### config.mk
export PLATFORM = sky130hd
export DESIGN_NAME = multicycle_ctrl
export DESIGN_NICKNAME = d
export VERILOG_FILES = /design/src/rtl/multicycle_ctrl.sv
export SDC_FILE = /design/constraint.sdc
export NUM_CORES = 1
export LEC_CHECK = 0
export BUFFER_PORTS_ARGS = -buffer_cell sky130_fd_sc_hd__buf_2
export CAP_MARGIN = 30
export CORE_UTILIZATION = 54
export CTS_CLUSTER_DIAMETER = 30
export DETAILED_ROUTE_END_ITERATION = 12
export PLACE_DENSITY = 0.84
export SLEW_MARGIN = 0
export SYNTH_ARGS = -nofsm -noshare
export SYNTH_HDL_FRONTEND = slang
export SYNTH_SLANG_ARGS = --single-unit
### constraint.sdc
create_clock -name clk -period 4.2 [get_ports clk]
set_input_delay 0.84 -clock clk [delete_from_list [all_inputs] [get_ports clk]]
set_output_delay 0.84 -clock clk [all_outputs]
set_load 0.01 [all_outputs]
### src/rtl/multicycle_ctrl.sv
// Multicycle control unit: FETCH/DECODE/EXEC/MEM/WB sequencer with PC, IR and
// retired-instruction counter; all datapath controls are Moore outputs of state and ir.
module multicycle_ctrl #(
  parameter int unsigned          PC_W      = 32,
  parameter logic [PC_W-1:0]      RESET_PC  = PC_W'(32'h28),
  parameter int unsigned          CNT_W     = 16,
  parameter int unsigned          MAX_INSTR = 43
) (
  input  logic              clk,
  input  logic              reset,
  input  logic [31:0]       ins,
  input  logic [31:0]       imm,
  input  logic [25:0]       jTarget,
  input  logic              zero,
  input  logic              mem_ready,
  output logic [PC_W-1:0]   pc,
  output logic [31:0]       ir,
  output logic              RegWrite,
  output logic              ALUSrc,
  output logic              MemRead,
  output logic              MemWrite,
  output logic              Mem2Reg,
  output logic [2:0]        op,
  output logic [2:0]        state,
  output logic [CNT_W-1:0]  instr_count,
  output logic              halted
);

  localparam logic [2:0] FETCH  = 3'd0;
  localparam logic [2:0] DECODE = 3'd1;
  localparam logic [2:0] EXEC   = 3'd2;
  localparam logic [2:0] MEM    = 3'd3;
  localparam logic [2:0] WB     = 3'd4;
  localparam logic [2:0] HALT   = 3'd5;

  localparam logic [6:0] OP_R   = 7'h33;
  localparam logic [6:0] OP_I   = 7'h13;
  localparam logic [6:0] OP_LW  = 7'h03;
  localparam logic [6:0] OP_SW  = 7'h23;
  localparam logic [6:0] OP_BR  = 7'h63;
  localparam logic [6:0] OP_JAL = 7'h6F;

  logic [2:0]       state_reg, state_next;
  logic [PC_W-1:0]  pc_reg, pc_next;
  logic [31:0]      ir_reg;
  logic [CNT_W-1:0] count_reg;
  logic             retire;
  logic [6:0]       opcode;
  logic [2:0]       funct3;
  logic [PC_W-1:0]  br_off, jal_off;
  logic             at_limit;
  logic             unused_bits;

  assign opcode      = ir_reg[6:0];
  assign funct3      = ir_reg[14:12];
  assign br_off      = PC_W'($signed({imm[30:0], 1'b0}));
  assign jal_off     = PC_W'({jTarget, 2'b00});
  assign at_limit    = (MAX_INSTR != 0) && (count_reg == CNT_W'(MAX_INSTR));
  assign unused_bits = imm[31];

  always_ff @(posedge clk or posedge reset) begin
    if (reset) state_reg <= FETCH;
    else       state_reg <= state_next;
  end

  always_comb begin
    state_next = state_reg;
    retire     = 1'b0;
    case (state_reg)
      FETCH:  state_next = at_limit ? HALT : DECODE;
      DECODE: begin
        case (opcode)
          OP_R, OP_I, OP_LW, OP_SW, OP_BR, OP_JAL: state_next = EXEC;
          default: begin state_next = FETCH; retire = 1'b1; end
        endcase
      end
      EXEC: begin
        case (opcode)
          OP_R, OP_I:   state_next = WB;
          OP_LW, OP_SW: state_next = MEM;
          default: begin state_next = FETCH; retire = 1'b1; end
        endcase
      end
      MEM: begin
        if (mem_ready) begin
          if (opcode == OP_LW) state_next = WB;
          else begin state_next = FETCH; retire = 1'b1; end
        end
      end
      WB:      begin state_next = FETCH; retire = 1'b1; end
      HALT:    state_next = HALT;
      default: state_next = FETCH;
    endcase
  end

  // The branch condition only matters when a branch retires out of EXEC.
  always_comb begin
    if (state_reg == EXEC && opcode == OP_BR && funct3 == 3'b000 && zero)
      pc_next = pc_reg + br_off;
    else if (opcode == OP_JAL)
      pc_next = pc_reg + jal_off;
    else
      pc_next = pc_reg + PC_W'(4);
  end

  always_ff @(posedge clk or posedge reset) begin
    if (reset) begin
      pc_reg    <= RESET_PC;
      ir_reg    <= '0;
      count_reg <= '0;
    end else begin
      if (state_reg == FETCH) ir_reg <= ins;
      if (retire) begin
        pc_reg    <= pc_next;
        count_reg <= count_reg + CNT_W'(1);
      end
    end
  end

  always_comb begin
    RegWrite = 1'b0;
    ALUSrc   = 1'b0;
    MemRead  = 1'b0;
    MemWrite = 1'b0;
    Mem2Reg  = 1'b0;
    op       = 3'b010;
    if (state_reg == EXEC || state_reg == MEM || state_reg == WB) begin
      ALUSrc = !(opcode == OP_R || opcode == OP_BR);
      if (opcode == OP_R && funct3 == 3'b110)      op = 3'b001;
      else if (opcode == OP_R && funct3 == 3'b111) op = 3'b000;
      else if (opcode == OP_BR)                    op = 3'b110;
    end
    if (state_reg == MEM) begin
      MemRead  = (opcode == OP_LW);
      MemWrite = (opcode == OP_SW);
    end
    if (state_reg == WB) begin
      RegWrite = 1'b1;
      Mem2Reg  = (opcode == OP_LW);
    end
  end

  assign pc          = pc_reg;
  assign ir          = ir_reg;
  assign state       = state_reg;
  assign instr_count = count_reg;
  assign halted      = (state_reg == HALT);

endmodule

==> flow_metrics.tcl, run 1 <==
set metrics [dict create \
    globalplace.congestion 0.912 \
    final-max-slew-violation-count 0 \
    period_needed_ns 3.87 \
    fmax_ghz 0.259 \
    cp_cell_sequence "nand2_1, or3_1, or3_1, ha_1, fa_1, a21oi_1, o21ai_0, a21oi_2, o211ai_1, a31oi_1, o21ai_0, a31o_2, a21oi_1, a211oi_1" \
    synth.distinct_cells 71 \
    cts_tree "yes" \
    ys.flop_type "dfrtp_1" \
    peakVddDrop_mv 0.464 \
    crit_family "compound AO/OA/AOI/OAI gates" \
    stdcell_area_mm2 0.00807 \
    synthesis.nets 928 \
    grt_usage 0.293 \
    grt_pass1_wl_um 29900 \
    wl_per_cell_um 16.7 \
    rr_worst_depth 14 \
    hold_viol_final 0 \
    dpl_cell_area_mm2 0.00772 \
    path_clk_slew_ns 0.07 \
    drt-initial-drc-count 399 \
    syn_avg_cell_area_um2 8.59 \
    die_height_um 113 \
    port-buffer-count 183 \
    largest_reg_flops 32 \
    tightest_slew_ns 0.684 \
    rows 40 \
    worstSkewPairLatency_ns 0.34 \
    wl_um 18400 \
    clkSinkCount 82 \
    synth-seq-cells 82 \
    yosys_warnings 0 \
    cp.required_ns 4.40 \
    syn-cell-area_mm2 0.00666 \
    max_cap_viol_count 0 \
    cp_max_fo 8 \
    hold_path_class "input port to async pin" \
    synth_edf_count 0 \
    synthArstFlopShare 1.00 \
    cts_buffers 9 \
    cts_buffer_depth 2 \
    critPathMaxStageDelay_ns 0.49 \
    vias 6527 \
    period_share 0.920 \
    antenna_found_initial 0 \
    p_leak_nw 3.91 \
    syn_to_final_growth_pct 21.2 \
    fin_skew_ns 0.0107 \
    drive_above_1_share 0.276 \
    cts_hold_buf 0 \
    grt_pass1_vias 6260 \
    num_io_pins 186 \
    p_total_mw 5.11 \
    core_mm2 0.0120 \
    place_hpwl_um 14100 \
    crit_buf_inv 0 \
    cp.depth 14 \
    die_area_mm2 0.0128 \
    setup-violations-final 0 \
    firstDrtPassIters 4 \
    root_buffer "clkbuf_16" \
    cts-htree-levels 3 \
    n_antenna_cell 0 \
    ant_nets 0 \
    slew_headroom 0.543 \
    final_nets 1105 \
    vias_per_cell 5.91 \
    slowest_stage "dfrtp_1" \
    die_w_um 113 \
    cp.arrival_ns 4.06 \
    worstSetupStartpointType "flop" \
    powerDensity_mw_per_mm2 633 \
    finish.utilization 0.672 \
    post-route-drc-count 0 \
    grt_remaining_overflow 0 \
    synthCells 775 \
    grt_max_degree 35 \
    start_util 0.554 \
    fin_ws_ns 0.335 \
    worstSetupPathType "flop to flop" \
    critPathCaptureType "flop" \
    place_ws_ns 0.269 \
    status "finished, final reports clean" \
    seq_area_frac_synth 0.308 \
]
layout make-up:
| class | instances | area [um2] |
|---|---|---|
| Clock buffer | 9 | 225 |
| Clock inverter | 7 | 109 |
| Fill cell | 981 | 3940 |
| Inverter | 25 | 95.1 |
| Multi-Input combinational cell | 638 | 4390 |
| Sequential cell | 82 | 2050 |
| Tap cell | 147 | 184 |
| Timing Repair Buffer | 196 | 1010 |
worst register-to-register path: stages (launching register included):
cell	delay, ns
dfrtp_1	0.49
nand2_1	0.07
or3_1	0.36
or3_1	0.37
ha_1	0.22
fa_1	0.41
a21oi_1	0.21
o21ai_0	0.16
a21oi_2	0.27
o211ai_1	0.16
a31oi_1	0.27
o21ai_0	0.24
a31o_2	0.31
a21oi_1	0.13
a211oi_1	0.05
cells in the mapped netlist, types with 3 or more instances:
| cell | instances | area, um2 |
|---|---|---|
| nand2_1 | 66 | 248 |
| or4_1 | 3 | 22.5 |
| o31ai_1 | 3 | 22.5 |
| nor4_1 | 3 | 18.8 |
| clkbuf_1 | 23 | 86.3 |
| inv_1 | 24 | 90.1 |
| nor2_1 | 56 | 210 |
| and3_1 | 10 | 62.6 |
| a21o_1 | 21 | 158 |
| o22ai_1 | 9 | 56.3 |
| o21a_1 | 6 | 45.0 |
| a211oi_1 | 8 | 60.1 |
| or3_1 | 9 | 56.3 |
| nor3_1 | 12 | 60.1 |
| nor2b_1 | 6 | 37.5 |
| xor2_1 | 19 | 166 |
| dfrtp_1 | 80 | 2000 |
| ha_1 | 57 | 713 |
| o21ai_0 | 45 | 225 |
| a2111oi_0 | 4 | 35.0 |
| and2_1 | 31 | 194 |
| o211ai_1 | 9 | 67.6 |
| o21ai_1 | 4 | 20.0 |
| a21oi_1 | 82 | 410 |
| o21bai_1 | 6 | 45.0 |
| mux2_2 | 32 | 360 |
| nand4_1 | 9 | 56.3 |
| a31oi_1 | 10 | 62.6 |
| xnor2_1 | 41 | 359 |
| nand2b_1 | 9 | 56.3 |
| nand3_1 | 24 | 120 |
| buf_2 | 4 | 20.0 |
routing by layer:
layer / up-vias / track usage / share of wire
met2: 242 / 0.507 / 0.48
met3: 28 / 0.0546 / 0.067
met1: 3084 / 0.375 / 0.44
met5: - / 0 / 0
met4: 0 / 0.0842 / 0.014
li1: 3173 / - / -
worst paths after layout:
check | slack (ns) | end | startpoint
worst max-delay path | 0.33 | pc[30]$_DFFE_PP0P_ | ir[5]$_DFFE_PP0P_
worst min-delay path | 0.48 | ir[27]$_DFFE_PP0P_ | reset
worst max register to register | 0.33 | pc[30]$_DFFE_PP0P_ | ir[5]$_DFFE_PP0P_
worst min register to register | 0.50 | instr_count[15]$_DFFE_PP0P_ | instr_count[15]$_DFFE_PP0P_
max in group asynchronous | 2.93 | ir[21]$_DFFE_PP0P_ | reset
min in group clk | 0.50 | instr_count[15]$_DFFE_PP0P_ | instr_count[15]$_DFFE_PP0P_
repair_timing:
item / in CTS / in global routing
resized for setup: 0 / 2
setup endpoints to repair: 0 / 4
setup buffers: 0 / 1
cell usage in the layout (no fill, tap or decap), types with 4 or more instances in the layout:
cell,n
a2111oi_0,4
xnor2_1,41
or3_1,9
inv_1,23
and3_1,10
nand2_1,66
o21ai_0,45
buf_4,13
and2_1,31
nand2b_1,9
nor2_1,56
nand4_1,9
clkbuf_16,9
dfrtp_1,80
o211ai_1,9
buf_2,183
a21o_1,21
o22ai_1,9
mux2_2,32
nor2b_1,6
xor2_1,19
o21bai_1,6
o21ai_1,4
nor3_1,10
a211oi_1,8
a31oi_1,10
a21oi_1,80
ha_1,57
nand3_1,24
o21a_1,6
through the flow:
step                hold slack, ns  std cells    TNS, ns
finish                       0.477       1104          0
global route                 0.512       1104  -0.000759
CTS                          0.482       1103          0
detailed placement           0.489       1087          0
global placement             0.484       1087          0
floorplan                    0.521        775          0
report_power, final:
group / internal [mW] / leakage [nW] / switching, mW
sequential: 1.09 / 0.960 / 0.314
combinational: 1.22 / 2.79 / 1.59
clock: 0.535 / 0.164 / 0.358
cells by family (layout without fill, tap and decap cells):
logic type / count (synthesis) / after routing / synth area share
DFF: 82 / 82 / 0.308
xor gates and xnor gates: 60 / 60 / 0.0789
buffers and inverters: 55 / 237 / 0.0346
adders and majority gates: 59 / 59 / 0.113
other: 1 / 1 / 0.000563
AOI/OAI and AO/OA: 231 / 231 / 0.216
muxes: 34 / 34 / 0.0571
and+or+nand+nor: 253 / 253 / 0.191
Note: power is estimated with default switching activity, not from simulation.
==> run 2: changes to the inputs <==
--- a/config.mk
+++ b/config.mk
@@ -7,11 +7,15 @@
 export LEC_CHECK = 0
 export BUFFER_PORTS_ARGS = -buffer_cell sky130_fd_sc_hd__buf_2
 export CAP_MARGIN = 30
-export CORE_UTILIZATION = 54
+export CELL_PAD_IN_SITES_DETAIL_PLACEMENT = 2
+export CELL_PAD_IN_SITES_GLOBAL_PLACEMENT = 2
+export CORE_UTILIZATION = 31
 export CTS_CLUSTER_DIAMETER = 30
 export DETAILED_ROUTE_END_ITERATION = 12
-export PLACE_DENSITY = 0.84
+export HOLD_SLACK_MARGIN = 0.06
+export PLACE_DENSITY = 0.83
 export SLEW_MARGIN = 0
 export SYNTH_ARGS = -nofsm -noshare
 export SYNTH_HDL_FRONTEND = slang
 export SYNTH_SLANG_ARGS = --single-unit
+export TNS_END_PERCENT = 10
==> run 2 against run 1 <==
Cell area increased by 2.4%. Core utilization decreased by 28 points. Sequential share of layout area decreased by 0.61 points. Routed wire length is 33% higher. Clock power rose by 3.2%.
==> flow_metrics.tcl, run 2 (synthesis gave the netlist of run 1 again) <==
set metrics [dict create \
    fmax_ghz 0.252 \
    period_share 0.943 \
    die_height_um 149 \
    cts_tree "yes" \
    rr_worst_depth 16 \
    grt_max_degree 35 \
    largest_reg_flops 32 \
    cp.arrival_ns 4.16 \
    critPathCaptureType "flop" \
    num_io_pins 186 \
    fin_tns_setup_ns 0 \
    drive_above_1_share 0.280 \
    hold_path_class "flop to flop" \
    core_mm2 0.0210 \
    worstSetupPathType "flop to flop" \
    min_path_cells 1 \
    worstHoldStart "instr_count[15]$_DFFE_PP0P_" \
    final-max-slew-violation-count 0 \
    root_buffer "clkbuf_16" \
    worstSkewPairLatency_ns 0.35 \
    vias_per_cell 5.36 \
    die_w_um 149 \
    grt_usage 0.230 \
    worstSetupStartpointType "flop" \
    cts_buffers 9 \
    ant_nets 0 \
    setup-violations-final 0 \
    whs_endpoint "instr_count[15]$_DFFE_PP0P_" \
    r2r_end "pc[29]$_DFFE_PP0P_" \
    period_needed_ns 3.96 \
    antenna_found_initial 0 \
    cts_buffer_depth 2 \
    grt_pass1_wl_um 39900 \
    cp.required_ns 4.40 \
    wl_um 24500 \
    tightest_slew_ns 0.770 \
    n_antenna_cell 0 \
    start_util 0.317 \
    final_nets 1110 \
    place_hpwl_um 19300 \
    peakVddDrop_mv 0.276 \
    r2r_slack_ns 0.24 \
    firstDrtPassIters 4 \
    grt_pass1_vias 7344 \
    fin_skew_ns 0.0138 \
    slew_headroom 0.485 \
    clkSinkCount 82 \
    max_cap_viol_count 0 \
    wl_per_cell_um 19.8 \
    final_cell_mix "183 x buf_2, 81 x a21oi_1, 80 x dfrtp_1, 66 x nand2_1, 57 x ha_1" \
    cts_hold_buf 0 \
    vias 6634 \
    powerDensity_mw_per_mm2 643 \
    layout_commonest_cell "buf_2" \
    rows 53 \
    post-route-drc-count 0 \
    grt_remaining_overflow 0 \
    cp_max_fo 14 \
    status "finished, final reports clean" \
    syn_to_final_growth_pct 24.2 \
    globalplace.congestion 0.854 \
    cts-htree-levels 3 \
    reg2reg_from "ir[0]$_DFFE_PP0P_" \
    drt-initial-drc-count 235 \
    die_area_mm2 0.0221 \
    hold_viol_final 0 \
    p_leak_nw 3.94 \
    seq_area_mm2 0.00205 \
    num-fill-cells 2399 \
    p_total_mw 5.32 \
    path_clk_slew_ns 0.08 \
    multiInputGateArea_mm2 0.00440 \
    port-buffer-count 183 \
]
run 2: report_power, final:
| group | leakage [nW] | internal [mW] | switching [mW] |
|---|---|---|---|
| clock network | 0.163 | 0.535 | 0.387 |
| logic | 2.81 | 1.25 | 1.72 |
| registers | 0.960 | 1.09 | 0.329 |
run 2: critical path, stage by stage (launching register included):
cell,delay [ns]
dfrtp_1,0.37
nand2_1,0.12
or3_1,0.42
nor2_1,0.13
buf_4,0.20
buf_4,0.23
and2_1,0.15
ha_1,0.30
a21o_1,0.22
a21o_1,0.17
a21o_1,0.20
or3_1,0.31
o22ai_1,0.35
o22a_1,0.25
a21oi_1,0.09
o22ai_1,0.23
a21oi_1,0.06
run 2: worst max path at each step:
stage                            startpoint            endpoint  slack (ns)  cells after the start
after floorplan           ir[4]$_DFFE_PP0P_  pc[31]$_DFFE_PP0P_        0.48                     16
after global placement           jTarget[0]  pc[30]$_DFFE_PP0P_        0.23                     13
after detailed placement         jTarget[0]  pc[30]$_DFFE_PP0P_        0.15                     13
after CTS                 ir[1]$_DFFE_PP0P_  pc[31]$_DFFE_PP0P_        0.13                     15
after global routing      ir[1]$_DFFE_PP0P_  pc[31]$_DFFE_PP0P_       -0.05                     16
final                     ir[0]$_DFFE_PP0P_  pc[29]$_DFFE_PP0P_        0.24                     16
run 2: final cells by class:
type / count / share of cell area
multi-input cells: 638 / 0.531
flip-flops and latches: 82 / 0.248
repair buffers: 201 / 0.127
well taps: 275 / 0.0416
clock buffers: 9 / 0.0272
clock inverters: 7 / 0.0129
inverters: 25 / 0.0115
run 2: metrics by stage:
stage / std cells / setup WS [ns] / util / area [um2] / hold WS (ns)
2_1_floorplan: 775 / 0.476 / - / 6660 / 0.521
5_1_grt: 1237 / -0.0542 / 0.393 / 8270 / 0.529
3_3_place_gp: 1220 / 0.226 / 0.377 / 7920 / 0.484
3_5_place_dp: 1220 / 0.151 / 0.377 / 7920 / 0.491
6_report: 1237 / 0.239 / 0.393 / 8270 / 0.504
4_1_cts: 1236 / 0.135 / 0.393 / 8250 / 0.509
run 2: routing by layer:
layer | vias up | wire (um) | track usage
li1 | 3181 | - | -
met1 | 3290 | 11000 | 0.295
met2 | 140 | 12200 | 0.399
met3 | 23 | 937 | 0.0350
met4 | 0 | 362 | 0.0629
met5 | - | 0 | 0
run 2: repair_timing:
item                       in CTS  in global routing
setup endpoints to repair       0                  3
gates resized for setup         0                  2
buffers inserted                0                  1
